## src/rtl/vga_output_controller.sv

```systemverilog
// VGA timing generator and DAC output stage: free-running pixel/line counters,
// sync/blank decode delayed to line up with the object-mux colour path.
module vga_output_controller #(
  parameter int H_ACTIVE   = 640,
  parameter int H_FP       = 16,
  parameter int H_SYNC     = 96,
  parameter int H_BP       = 48,
  parameter int V_ACTIVE   = 480,
  parameter int V_FP       = 10,
  parameter int V_SYNC     = 2,
  parameter int V_BP       = 33,
  parameter int PIPE_DELAY = 1
) (
  input  logic        clk,
  input  logic        resetN,
  input  logic [7:0]  redIn,
  input  logic [7:0]  greenIn,
  input  logic [7:0]  blueIn,
  output logic [10:0] pixelX,
  output logic [10:0] pixelY,
  output logic        startOfFrame,
  output logic [7:0]  oVGA_R,
  output logic [7:0]  oVGA_G,
  output logic [7:0]  oVGA_B,
  output logic        oVGA_HS,
  output logic        oVGA_VS,
  output logic        oVGA_BLANK_N,
  output logic        oVGA_SYNC_N
);

  localparam int H_TOTAL = H_ACTIVE + H_FP + H_SYNC + H_BP;
  localparam int V_TOTAL = V_ACTIVE + V_FP + V_SYNC + V_BP;

  localparam logic [10:0] H_LAST     = 11'(H_TOTAL - 1);
  localparam logic [10:0] V_LAST     = 11'(V_TOTAL - 1);
  localparam logic [10:0] H_ACT_END  = 11'(H_ACTIVE);
  localparam logic [10:0] V_ACT_END  = 11'(V_ACTIVE);
  localparam logic [10:0] HS_START   = 11'(H_ACTIVE + H_FP);
  localparam logic [10:0] HS_END     = 11'(H_ACTIVE + H_FP + H_SYNC);
  localparam logic [10:0] VS_START   = 11'(V_ACTIVE + V_FP);
  localparam logic [10:0] VS_END     = 11'(V_ACTIVE + V_FP + V_SYNC);

  logic [10:0]             hcnt_r;
  logic [10:0]             vcnt_r;
  logic                    active_s;
  logic                    hsync_s;
  logic                    vsync_s;
  logic [2:0]              decode_s;
  logic [3*PIPE_DELAY-1:0] pipe_r;
  logic [3*PIPE_DELAY-1:0] pipe_next_s;
  logic [2:0]              delayed_s;

  // Horizontal and vertical position counters; vertical steps on line wrap.
  always_ff @(posedge clk or negedge resetN) begin
    if (!resetN) begin
      hcnt_r <= 11'd0;
      vcnt_r <= 11'd0;
    end else if (hcnt_r == H_LAST) begin
      hcnt_r <= 11'd0;
      if (vcnt_r == V_LAST) begin
        vcnt_r <= 11'd0;
      end else begin
        vcnt_r <= vcnt_r + 11'd1;
      end
    end else begin
      hcnt_r <= hcnt_r + 11'd1;
    end
  end

  // Visible-area and sync-window decode straight from the counters.
  always_comb begin
    active_s = 1'b0;
    hsync_s  = 1'b0;
    vsync_s  = 1'b0;
    if ((hcnt_r < H_ACT_END) && (vcnt_r < V_ACT_END)) begin
      active_s = 1'b1;
    end else begin
      active_s = 1'b0;
    end
    if ((hcnt_r >= HS_START) && (hcnt_r < HS_END)) begin
      hsync_s = 1'b1;
    end else begin
      hsync_s = 1'b0;
    end
    if ((vcnt_r >= VS_START) && (vcnt_r < VS_END)) begin
      vsync_s = 1'b1;
    end else begin
      vsync_s = 1'b0;
    end
  end

  assign decode_s = {hsync_s, vsync_s, active_s};

  // Each pipeline stage carries {hsync, vsync, active}; newest stage in the low bits.
  generate
    if (PIPE_DELAY == 1) begin : g_pipe_one
      assign pipe_next_s = decode_s;
    end else begin : g_pipe_multi
      assign pipe_next_s = {pipe_r[3*PIPE_DELAY-4:0], decode_s};
    end
  endgenerate

  // Delay line matching the colour-path latency of the object mux.
  always_ff @(posedge clk or negedge resetN) begin
    if (!resetN) begin
      pipe_r <= {(3*PIPE_DELAY){1'b0}};
    end else begin
      pipe_r <= pipe_next_s;
    end
  end

  assign delayed_s = pipe_r[3*PIPE_DELAY-1 -: 3];

  // DAC output registers; colour is forced to black outside the visible area.
  always_ff @(posedge clk or negedge resetN) begin
    if (!resetN) begin
      oVGA_R       <= 8'h00;
      oVGA_G       <= 8'h00;
      oVGA_B       <= 8'h00;
      oVGA_HS      <= 1'b1;
      oVGA_VS      <= 1'b1;
      oVGA_BLANK_N <= 1'b0;
    end else begin
      if (delayed_s[0]) begin
        oVGA_R <= redIn;
        oVGA_G <= greenIn;
        oVGA_B <= blueIn;
      end else begin
        oVGA_R <= 8'h00;
        oVGA_G <= 8'h00;
        oVGA_B <= 8'h00;
      end
      oVGA_HS      <= ~delayed_s[2];
      oVGA_VS      <= ~delayed_s[1];
      oVGA_BLANK_N <= delayed_s[0];
    end
  end

  assign pixelX       = hcnt_r;
  assign pixelY       = vcnt_r;
  assign startOfFrame = (hcnt_r == 11'd0) && (vcnt_r == 11'd0);
  assign oVGA_SYNC_N  = 1'b0;

endmodule

```

## config.mk

```make
export PLATFORM = sky130hd
export DESIGN_NAME = vga_output_controller
export DESIGN_NICKNAME = d
export VERILOG_FILES = /design/src/rtl/vga_output_controller.sv
export SDC_FILE = /design/constraint.sdc
export NUM_CORES = 1
export LEC_CHECK = 0
export CORE_ASPECT_RATIO = 0.5
export CORE_UTILIZATION = 44
export DETAILED_ROUTE_END_ITERATION = 12
export PLACE_DENSITY_LB_ADDON = 0.1
export SLEW_MARGIN = 5
export SYNTH_ARGS = -nofsm -noshare
export SYNTH_HDL_FRONTEND = slang
export SYNTH_SLANG_ARGS = --single-unit
```

## constraint.sdc

```tcl
create_clock -name clk -period 2.3 [get_ports clk]
set_input_delay 0.46 -clock clk [delete_from_list [all_inputs] [get_ports clk]]
set_output_delay 0.46 -clock clk [all_outputs]
set_load 0.02 [all_outputs]
```

# Yosys cells after proc, flatten, opt, wreduce, memory -nomap -nowiden
# Index checks and enable logic that the tools add are counted.
totals:
  regBits: 52
  inputBits: 26
  out_inout_bits: 51
  wordCells: 35
classes:
  n_addsub: 2
  order_cmp: 6
  n_eq_ne: 2
  n_mux: 8
  bitwise_logic: 2
  reduce_logical: 6
op_table:
  columns: ["op", "count"]
  rows:
  - ["$mux W8", 3]
  - ["$add A11 B1 Y11 const B", 2]
  - ["$eq A11 B10 Y1 const B", 2]
  - ["$logic_not A11 Y1", 2]
  - ["$lt A11 B10 Y1 const B", 2]
  - ["$lt A11 B9 Y1 const B", 2]
  - ["$mux W11", 2]
  - ["$ge A11 B10 Y1 const B", 1]
  - ["$ge A11 B9 Y1 const B", 1]
  - ["$logic_and A1 B1 Y1", 4]
  - ["$mux W1", 3]
  - ["$not A1 Y1", 2]

# Depth between registers and ports, before layout
depth:
  word_depth: 3
  depth_mapped: 6
  depth_no_buf: 6

# Least setup slack after synthesis
# No wires, ideal clock.
synth_timing:
  kind: "reg-to-output"
  startpoint: "register hcnt_r[5] (netlist: pixelX[5])"
  endpoint: "output port startOfFrame"
  arrival_ns: 2.262
  required_time_ns: 1.840
  setup_slack_ns: -0.422
  path_stages_with_launch: 4
  path_buffers: 0
  path_cell_list: "dfrtp_1 -> or4_4 -> or4_2 -> nor4_1"
synth_via:
  elab_chain_cells: 2
synth_rtl:
  columns: ["item", "line_no", "rtl"]
  rows:
  - ["from (decl)", "43", "logic [10:0] hcnt_r;"]
  - ["from (signal assigned)", "66", "hcnt_r <= hcnt_r + 11'd1;"]
  - ["$logic_not A11 Y1", "141", "assign startOfFrame = (hcnt_r == 11'd0) && (vcnt_r == 11'd0);"]
  - ["$logic_and A1 B1 Y1", "141", null]
  - ["to (decl)", "21", "output logic startOfFrame,"]
# No other way between the ends.

# Final worst setup path
# Ends and elaborated chain as after synthesis.

==> impl_summary.md <==
Timing
After layout, the worst path uses 106% of the clock period. The maximum clock frequency is 408 MHz. The relative slew slack is 64.6%. The final clock skew is 0.00369 ns. After layout, the worst setup slack is -0.149 ns. The worst-margin pin slew is 0.532 ns. The final hold slack is 0.138 ns. Setup repair after global routing could not meet its margin everywhere.

The total count of hold-check failures in the final report is 0. Setup violations remaining at the end of the flow were counted as 1. The summed negative setup slack over all endpoints is -0.149 ns. The final-report max-slew violation count is 0.

The time the final worst path needs with I/O delays and setup is 2.45 ns.

Worst setup path
In this run the worst path has a maximum fanout of 2. The worst setup path is captured at a primary output. For the worst setup path, the data required time is 1.84 ns. At the worst endpoint, the arrival time is 1.99 ns. The setup path with the least slack is of type reg2out.

The element type at the critical path start is a flip-flop.

Die
The initial cell density of the core is 46.8%. In this run the standard cell core region covers 4470 sq um. The horizontal extent of the die is 99.4 microns. The total die area is 5040 sq um. The number of I/O pins is 77. In this run the vertical extent of the chip is 50.7 microns. The floorplan has 17 rows.

Place
Detailed placement finished with a half-perimeter wire length of 3.40 mm. The post-placement worst setup slack is -0.349 ns. After detailed placement, the total cell area comes to 3140 sq um. Routability-driven placement finished with a final weighted congestion of 0.825.

The total of buffers placed on input and output ports is 75. After detailed placement, the design holds a cell count of 335.

Routing
Dividing the detail-routed via count by the number of cells gives 4.95. In the routed design, unresolved DRC markers number 0. The first routing iteration left 67 violations.

The total detailed-routing wirelength is 4.67 mm. The number of vias in the routed layout is 1697. The first-pass iteration count of the detailed router is 4. The number of antenna-violating nets in the routed design is 0.

After detailed routing, the average wire length per cell comes to 13.6 microns.

GRT
The global-route wire length before repair is 7.67 mm. The remaining global-route overflow is 0. Global routing used 19.8% of the available tracks. The initial antenna violation count is 0.

Entering global routing, the biggest net connects 53 pins. The via count of the first global-routing pass is 1647.

Synthesis
Summing the sequential cell areas from Yosys gives 62.4% of the chip area. The share of synthesized flip-flops with an asynchronous set or reset is 100%. Averaged over all synthesized cells, the footprint is 11.7 sq um.

The cell count after synthesis came out at 178. The prevailing post-synth register cell is dfrtp_1. The unique cell type count in the Yosys netlist is 37. The synthesized netlist occupies a cell area of 2090 sq um. Synthesis inferred 52 register bits. The warning count from the yosys run is 0. The number of flops mapped to enable cells by yosys is 0. Counting every net in the synthesized netlist gives 208.

Clock network
In this run the number of H-tree levels came out at 2. No sink is reached through more buffers than the 2 on the longest clock path. TritonCTS built the clock tree.

The clock net in this run drives a total of 52 sinks. In this run, CTS created clock tree buffers numbering 5. The insertion delay to the later sink of the worst-skew pair is 0.29 ns. The clock-pin transition on the worst setup and hold timing paths is 0.09 ns. The cell sitting at the root of the clock tree is a clkbuf_8.

Cells and area
In the layout the commonest cells are 73 x clkdlybuf4s50_1, 48 x dfrtp_1, 30 x buf_4. Measured on the finished design, the core utilization comes to 72.3%. The non-filler instance count after layout is 343. The number of inserted filler cells in the final layout is 324.

With fillers left out, the area of the finished cells amounts to 3230 sq um. The share of layout cells above drive strength 1 is 18.2%. The final layout contains 315 nets. Compared with the post-synthesis result, the final layout area differs by 54.7%. The repair_antennas step left the layout with diodes totalling 0.

The most frequent standard cell in the layout excluding fill and tap cells is clkdlybuf4s50_1.

Worst hold path
In this run the worst hold path is classified as in2async.

Power
The power density over the cells is 501 nW/um^2. IR analysis of the VDD net gives a maximum drop of 0.000250 V. The overall power after layout is 1.62 mW. The reported leakage power is 1.44 nW.

Outcome
The checks that failed: setup timing. The flow ran to the end, but the final reports show violations.

Flow run
The count of maximum capacitance violations is 0.
critical path, stage by stage, from the launching register on:
cell and delay, ns:
dfrtp_2 0.41, or4_4 0.54, or4_4 0.44, nor4_4 0.13, buf_4 0.18
kinds of logic after synthesis:
| family | after synthesis | share of synthesized area [%] |
|---|---|---|
| AO/OA/AOI/OAI | 14 | 3.95 |
| other | 1 | 0.180 |
| adder cells (fa/ha/maj) | 4 | 2.40 |
| flip-flops | 52 | 62.4 |
| XOR/XNOR | 12 | 5.03 |
| buffers and inverters | 16 | 3.12 |
| multiplexers | 1 | 0.479 |
| AND/OR/NAND/NOR | 78 | 22.4 |
cells in the mapped netlist (all sizes together) (2+ instances only):
| library cell | n | area, sq um |
|---|---|---|
| a21oi | 4 | 20.0 |
| a31oi | 2 | 12.5 |
| and2 | 25 | 158 |
| and3 | 4 | 26.3 |
| buf | 2 | 12.5 |
| clkbuf | 3 | 11.3 |
| dfrtp | 50 | 1250 |
| dfstp | 2 | 52.6 |
| ha | 4 | 50.1 |
| inv | 11 | 41.3 |
| nand2 | 7 | 26.3 |
| nand3 | 10 | 50.1 |
| nand4 | 6 | 37.5 |
| nor2 | 5 | 18.8 |
| nor3 | 3 | 15.0 |
| nor4 | 6 | 37.5 |
| o21ai | 5 | 25.0 |
| or3 | 5 | 37.5 |
| or4 | 2 | 20.0 |
| xnor2 | 7 | 61.3 |
| xor2 | 5 | 43.8 |
what timing repair did:
item | CTS | global route
setup endpoints to repair | 1 | 1
hold buffers | 0 | 0
pin swaps | 0 | 1
resized for setup | 5 | 0
buffers inserted | 0 | 0
worst paths after layout:
path                           endpoint  slack [ns]  depth (start not counted)          from
setup / recovery           startOfFrame       -0.15                          4     pixelX[5]
hold / removal                oVGA_B[2]        0.14                          2        resetN
setup reg to reg              pixelY[3]        0.30                          6     pixelX[0]
hold reg to reg                 oVGA_VS        0.37                          1  delayed_s[1]
max in group asynchronous       oVGA_VS        1.88                          2        resetN
min in group clk                oVGA_VS        0.37                          1  delayed_s[1]
sequential cells by signal (all words and copies together) (netlist names):
register      cells
pixelX           11
oVGA_HS           1
pixelY           11
oVGA_VS           1
delayed_s         3
oVGA_G            8
oVGA_BLANK_N      1
oVGA_B            8
oVGA_R            8
report_power, final:
group	internal, mW	switching, mW
sequential	0.934	0.00485
clock	0.245	0.283
combinational	0.0857	0.0653
total	1.27	0.354
cell type report:
type | instances | area [sq um] | area share (%)
Sequential cell | 52 | 1310 | 40.4
Timing Repair Buffer | 105 | 981 | 30.4
Multi-Input combinational cell | 110 | 737 | 22.8
Clock buffer | 7 | 86.3 | 2.67
Tap cell | 57 | 71.3 | 2.21
Inverter | 11 | 41.3 | 1.28
Clock inverter | 1 | 7.51 | 0.232
per-layer routing:
layer,GRT usage [%],part of all wire [%],up-vias,routed length [microns]
met4,4.41,0.62,0,29
met3,5.99,6.8,4,319
met1,26.6,49,812,2280
met2,31.9,44,61,2040
li1,-,-,820,-
met5,0,0,-,0
No activity file was read; power rests on OpenSTA's default activity.
